### config.mk
export PLATFORM = sky130hd
export DESIGN_NAME = cmos_frame_ctrl
export DESIGN_NICKNAME = d
export VERILOG_FILES = /design/src/rtl/cmos_frame_ctrl.sv
export SDC_FILE = /design/constraint.sdc
export NUM_CORES = 1
export LEC_CHECK = 0
export CORE_MARGIN = 5
export CORE_UTILIZATION = 35
export CTS_CLUSTER_DIAMETER = 200
export CTS_CLUSTER_SIZE = 8
export DETAILED_ROUTE_END_ITERATION = 8
export PLACE_DENSITY = 0.55
export SETUP_SLACK_MARGIN = 0.02
export SYNTH_ARGS = -nofsm -noshare
export SYNTH_HDL_FRONTEND = slang
export SYNTH_SLANG_ARGS = --single-unit
### constraint.sdc
create_clock -name cam_pclk -period 4.2 [get_ports cam_pclk]
set_clock_uncertainty 0.1 [all_clocks]
set_input_delay 0.63 -clock cam_pclk [delete_from_list [all_inputs] [get_ports cam_pclk]]
set_output_delay 0.63 -clock cam_pclk [all_outputs]
set_load 0.03 [all_outputs]
### src/rtl/cmos_frame_ctrl.sv
// Frame gating between the CMOS capture path and the SDRAM write FIFO: start-up frame skip,
// whole-frame write gating, ping-pong bank select and per-frame pixel-count check.
// Optional FRAME_DIV_EN: capture only one frame in FRAME_DIV.
module cmos_frame_ctrl #(
   parameter int FRAME_SKIP = 10,
   parameter int FRAME_DIV  = 2
) (
   input  logic        cam_pclk,
   input  logic        rst_n,
   input  logic        init_done,
   input  logic        frame_en,
   input  logic        rd_busy,
   input  logic        cmos_frame_vsync,
   input  logic        cmos_frame_valid,
   input  logic [15:0] cmos_frame_data,
   input  logic [27:0] sdram_addr_max,
   output logic        wr_en,
   output logic [15:0] wr_data,
   output logic        wr_load,
   output logic        wr_bank,
   output logic        frame_done,
   output logic [15:0] frame_cnt,
   output logic [7:0]  err_cnt
);

   typedef enum logic [1:0] {IDLE, SKIP, ARM, CAPT} state_t;

   state_t      state_q, state_d;
   logic        vsync_q;
   logic        vs_rise;
   logic [15:0] skip_q, skip_d;
   logic [27:0] pix_q, pix_d, pix_end;
   logic        act_q, act_d;
   logic        div_ok;
   logic        bank_n;
   logic        wr_en_q, wr_en_d;
   logic [15:0] wr_data_q, wr_data_d;
   logic        wr_load_q, wr_load_d;
   logic        wr_bank_q, wr_bank_d;
   logic        done_q, done_d;
   logic [15:0] fcnt_q, fcnt_d;
   logic [7:0]  ecnt_q, ecnt_d;

   assign vs_rise = cmos_frame_vsync & ~vsync_q;

   // A pixel arriving with vs_rise still belongs to the frame being closed.
   assign pix_end = (state_q == CAPT && act_q && cmos_frame_valid && pix_q != '1)
                    ? pix_q + 28'd1 : pix_q;

`ifdef FRAME_DIV_EN
   logic [15:0] div_q, div_d;

   assign div_ok = (div_q == 16'd0);

   always_comb begin
      div_d = div_q;
      if (init_done && vs_rise && (state_q == ARM || state_q == CAPT))
         div_d = (div_q == 16'(FRAME_DIV - 1)) ? 16'd0 : div_q + 16'd1;
   end

   always_ff @(posedge cam_pclk or negedge rst_n) begin
      if (!rst_n) div_q <= '0;
      else        div_q <= div_d;
   end
`else
   assign div_ok = 1'b1;
`endif

   always_comb begin
      state_d   = state_q;
      skip_d    = skip_q;
      pix_d     = pix_q;
      act_d     = act_q;
      bank_n    = wr_bank_q;
      wr_en_d   = 1'b0;
      wr_data_d = wr_data_q;
      wr_load_d = 1'b0;
      wr_bank_d = wr_bank_q;
      done_d    = 1'b0;
      fcnt_d    = fcnt_q;
      ecnt_d    = ecnt_q;

      if (state_q == CAPT && act_q) begin
         wr_en_d = cmos_frame_valid;
         pix_d   = pix_end;
         if (cmos_frame_valid) wr_data_d = cmos_frame_data;
      end

      case (state_q)
         IDLE: if (init_done) begin
            skip_d  = '0;
            state_d = (FRAME_SKIP == 0) ? ARM : SKIP;
         end
         SKIP: if (vs_rise) begin
            if (skip_q == 16'(FRAME_SKIP - 1)) state_d = ARM;
            else                               skip_d  = skip_q + 16'd1;
         end
         ARM: if (vs_rise && frame_en && div_ok) begin
            state_d   = CAPT;
            act_d     = 1'b1;
            pix_d     = '0;
            wr_load_d = 1'b1;
         end
         CAPT: if (vs_rise) begin
            if (act_q) begin
               if (pix_end == sdram_addr_max) begin
                  done_d = 1'b1;
                  fcnt_d = fcnt_q + 16'd1;
                  if (!rd_busy) bank_n = ~wr_bank_q;
               end else if (ecnt_q != 8'hFF) begin
                  ecnt_d = ecnt_q + 8'd1;
               end
            end
            wr_bank_d = bank_n;
            if (frame_en) begin
               act_d     = div_ok;
               pix_d     = '0;
               wr_load_d = div_ok;
            end else begin
               state_d = ARM;
               act_d   = 1'b0;
            end
         end
         default: state_d = IDLE;
      endcase

      // Losing camera config abandons the frame in flight without reporting it.
      if (!init_done) begin
         state_d   = IDLE;
         act_d     = 1'b0;
         wr_en_d   = 1'b0;
         wr_load_d = 1'b0;
         done_d    = 1'b0;
         wr_bank_d = wr_bank_q;
         fcnt_d    = fcnt_q;
         ecnt_d    = ecnt_q;
      end
   end

   always_ff @(posedge cam_pclk or negedge rst_n) begin
      if (!rst_n) begin
         state_q   <= IDLE;
         vsync_q   <= 1'b0;
         skip_q    <= '0;
         pix_q     <= '0;
         act_q     <= 1'b0;
         wr_en_q   <= 1'b0;
         wr_data_q <= '0;
         wr_load_q <= 1'b0;
         wr_bank_q <= 1'b0;
         done_q    <= 1'b0;
         fcnt_q    <= '0;
         ecnt_q    <= '0;
      end else begin
         state_q   <= state_d;
         vsync_q   <= cmos_frame_vsync;
         skip_q    <= skip_d;
         pix_q     <= pix_d;
         act_q     <= act_d;
         wr_en_q   <= wr_en_d;
         wr_data_q <= wr_data_d;
         wr_load_q <= wr_load_d;
         wr_bank_q <= wr_bank_d;
         done_q    <= done_d;
         fcnt_q    <= fcnt_d;
         ecnt_q    <= ecnt_d;
      end
   end

   assign wr_en      = wr_en_q;
   assign wr_data    = wr_data_q;
   assign wr_load    = wr_load_q;
   assign wr_bank    = wr_bank_q;
   assign frame_done = done_q;
   assign frame_cnt  = fcnt_q;
   assign err_cnt    = ecnt_q;

endmodule

==> flow_results.org <==
** Outcome
- The run finished with clean final reports.

** Setup path
- CP endpoint kind :: flip-flop
- The number of cells on the worst reg-to-reg path is 10.
- Arrival time at the worst endpoint :: around 4.0 ns
- Worst R2R End :: err_cnt[1]
- In this run the worst path has a maximum fanout of 11.
- Worst EP required :: between 4 and 5 ns
- The worst register-to-register path has a setup slack of 0.51 ns.
- Worst setup SP type :: input pin
- Type of the setup path with the least slack :: input pin to flip-flop
- The startpoint identified for the worst register-to-register timing path is pix_q[16].

** STA
- Unrepaired setup endpoints after global routing :: false
- The worst path meets setup with ~0.30 ns of slack.
- The number of pins with negative max-slew slack in the final report was 0.
- For this run, the top clock speed supported by timing is 0.257 GHz.
- The worst pin sits at a relative slew slack of between 40% and 50%.
- Tcrit/Tclk final :: between 90% and 100%
- Worst Hold Slack :: 0.0627 ns
- Setup total negative slack on the finished layout was measured at 0 ns.
- Final setup violation count :: 0
- Final Hold Viols :: 0
- At the pin with the least slew margin, the transition time is approximately 0.76 ns.
- After layout, the minimum clock period comes to just under 4 ns.

** CTS
- Sink count of the clock tree :: just over 90
- Clock tree from TritonCTS :: built
- Depth of the CTS H-tree :: 3
- TritonCTS created 9 clock buffers.
- For this design, the CTS-stage hold fixing added 0 buffers.
- Cell at the root of the clock tree :: sky130_fd_sc_hd__clkbuf_16
- After clock tree synthesis, the clock-pin slew on the worst setup and hold paths is 0.06 ns.
- CTS Buffer Depth :: 2
- Clock latency reported for the late side of the worst-skew pair :: about 0.35 ns

** Detailed routing
- After detailed routing, the number of vias per cell comes to ~5.2.
- Per-cell routed wire length :: 15.8 um
- Across all layers, the routed design uses around 4400 vias.
- The detail route stage leaves a number of antenna-violating nets equal to 0.
- Iteration-0 DRC count of the detailed router :: roughly 330
- 1st-pass router iterations :: 5
- Remaining design rule violation count :: 0
- Final WL :: 13400 um

** Global routing
- Initial antenna violation count :: 0
- Overall track demand over capacity in global routing :: roughly 16%
- Total congestion overflow after global routing :: 0
- Maximum number of pins on one net before global-route repair :: 47
- The via count of the first global-routing pass is 4496.
- First-pass GRT wire length :: 22500 um

** Power
- The share of total power dissipated in the clock network is roughly 44%.
- Sequential cells burn about half of the power.
- Lkg Pwr :: 0.00297 uW
- The share of total power dissipated in combinational logic is around 7%.
- Share of total power consumed by net switching :: approximately 23%
- P_sw :: roughly 410 uW
- Internal power comes to 1420 uW.
- IR analysis of the VDD net gives a maximum drop of ~0.00022 V.
- Power density over the cells :: 271 nW/um^2

** Floorplanning
- Placeable core area :: 14600 um^2
- The die covers roughly 18000 um^2.
- Die boundary height :: roughly 130 um
- Die outline width :: around 130 um
- The initialized floorplan defines 44 standard-cell rows.
- Number of primary I/O pins :: between 90 and 100
- Effective utilization at floorplan :: ~36%

** Final layout
- The number of antenna diodes in the final layout is 0.
- Layout-stage area growth over the synthesis result :: 29.3%
- Layout Utilization :: a little under half
- Final Cell Area :: 6770 um^2
- Fraction of layout instances using a drive strength above 1 :: about 9.2%
- Net total in the final layout :: about 700
- Number of fill cells :: roughly 1400

** Synthesis
- Most frequent cells after synthesis :: sky130_fd_sc_hd__dfrtp_1, sky130_fd_sc_hd__nand2_1, sky130_fd_sc_hd__nor2_1
- Of all flip-flops after synthesis, the portion carrying an async set or reset was 100%.
- Most common cell in the netlist :: sky130_fd_sc_hd__dfrtp_1
- Of the synthesized area, sequential elements account for around 44%.
- Synthesis produced a netlist with a net count of 610.
- Gate count after technology mapping :: 554
- Per-instance average area after synthesis :: about 9.5 um^2
- The synthesized design devotes to its leading area cell type 43.9% of total area.
- Of all cell types, the one taking the most synthesized area is sky130_fd_sc_hd__dfrtp_1.
- The most used flip-flop cell after synthesis is sky130_fd_sc_hd__dfrtp_1.
- Number of enable flip-flop cells after synthesis :: 0
- Count of synthesis-stage warnings from yosys :: 0
- After synthesis the cells add up to about 5200 um^2.
- Yosys attributes the largest share of cell area to sky130_fd_sc_hd__dfrtp_1, sky130_fd_sc_hd__xor2_1, sky130_fd_sc_hd__xnor2_1.
- Yosys mapped the design onto between 60 and 70 distinct sky130hd cell types.
- In this run, synthesis produced a sequential element count of 92.

** Placement
- The HPWL after detailed placement is approximately 10000 um.
- Buffers placed on the I/O ports in this run total between 90 and 100.
- Routability congestion estimate :: ~0.94
- In this run the cell area measured after placement is roughly 6500 um^2.
- Pre-CTS worst setup slack :: -0.0890 ns

** Min path
- The min-delay analysis places its worst path in the category input pin to asynchronous set/reset pin.

** Run
- Max-cap violation count :: 0
kinds of logic (layout without fill, tap and decap cells):
kind of cell | Yosys count | after routing | synth area share (%)
adders and majority gates | 5 | 5 | 1.19
DFF | 92 | 92 | 43.9
AOI/OAI and AO/OA | 60 | 60 | 7.93
muxes | 6 | 6 | 1.19
buffers and inverters | 32 | 142 | 2.75
and+or+nand+nor | 272 | 272 | 27.7
xor gates and xnor gates | 87 | 87 | 15.4
worst max-delay path: stages:
cell                              delay, ns
sky130_fd_sc_hd__clkdlybuf4s50_1       0.48
sky130_fd_sc_hd__nand4_2               0.12
sky130_fd_sc_hd__or4_1                 0.56
sky130_fd_sc_hd__or3_1                 0.36
sky130_fd_sc_hd__o31a_1                0.30
sky130_fd_sc_hd__nor3_2                0.17
sky130_fd_sc_hd__o2111ai_1             0.11
sky130_fd_sc_hd__or4_1                 0.53
sky130_fd_sc_hd__buf_4                 0.23
sky130_fd_sc_hd__o21ai_2               0.19
sky130_fd_sc_hd__mux2_2                0.35
through the flow:
stage / cells / total power (uW)
floorplan: 554 / 963
global placement: 833 / 1050
detailed placement: 833 / 1050
CTS: 848 / 1870
global route: 848 / 1910
finish: 848 / 1830
layout by cell type (no fill, tap or decap), types with 9 or more instances in the layout:
cell type                         synthesis  layout
sky130_fd_sc_hd__nor4_1                   9       9
sky130_fd_sc_hd__nand2_1                 84      84
sky130_fd_sc_hd__xnor2_1                 40      40
sky130_fd_sc_hd__or3_1                    9       9
sky130_fd_sc_hd__a21oi_1                 10      10
sky130_fd_sc_hd__nor3_1                   9       9
sky130_fd_sc_hd__dfrtp_1                 92      92
sky130_fd_sc_hd__nand4_1                 22      22
sky130_fd_sc_hd__clkdlybuf4s50_1          0      93
sky130_fd_sc_hd__nor3_2                  13      13
sky130_fd_sc_hd__nor2_1                  46      46
sky130_fd_sc_hd__o21ai_0                 10      10
sky130_fd_sc_hd__clkbuf_16                0       9
sky130_fd_sc_hd__xor2_1                  44      44
sky130_fd_sc_hd__buf_4                    0      27
sky130_fd_sc_hd__and3_1                  16      16
sky130_fd_sc_hd__nand3_1                 29      29
repair_timing:
action / 4_1_cts / 5_1_grt
setup buffers: 0 / 0
resized for setup: 0 / 1
setup endpoints to repair: 0 / 1
metal layers:
metal	up-vias	part of all wire, %	GRT usage [%]
met3	21	5.7	4.01
met2	138	46	24.4
met5	-	0	0
li1	2150	-	-
met4	0	2.1	5.20
met1	2121	46	21.0
state kept, by name, summed over array words and instances, names as in the netlist, 2 cells and up:
| name | cells |
|---|---|
| skip_q | 16 |
| state_q | 2 |
| wr_data | 16 |
| frame_cnt | 16 |
| pix_q | 28 |
| err_cnt | 8 |
power by group through the flow:
| stage | clock, uW | sequential [uW] | combinational [uW] |
|---|---|---|---|
| floorplan | 0 | 918 | 45.1 |
| global placement | 0 | 918 | 133 |
| detailed placement | 0 | 918 | 133 |
| CTS | 829 | 902 | 134 |
| global route | 863 | 903 | 146 |
| finish | 801 | 902 | 131 |
worst max-delay path by stage:
stage / from / to / slack, ns / cells after the start
5_1_grt: cmos_frame_valid / frame_cnt[15] / 0.08 / 13
2_1_floorplan: cmos_frame_valid / err_cnt[1] / 0.55 / 11
3_5_place_dp: cmos_frame_valid / err_cnt[1] / -0.09 / 12
4_1_cts: cmos_frame_valid / err_cnt[1] / 0.28 / 12
3_3_place_gp: cmos_frame_valid / err_cnt[1] / 0.005 / 12
6_report: cmos_frame_valid / err_cnt[1] / 0.30 / 11
area by class of cell:
type / instances / area, um^2 / area share [%]
multi-input cells: 430 / 2800 / 41.3
flip-flops and latches: 92 / 2300 / 34.0
repair buffers: 120 / 1130 / 16.7
clock buffers: 11 / 233 / 3.44
well taps: 184 / 230 / 3.40
clock inverters: 4 / 51.3 / 0.757
inverters: 7 / 26.3 / 0.388
Note: power is estimated with default switching activity, not from simulation.
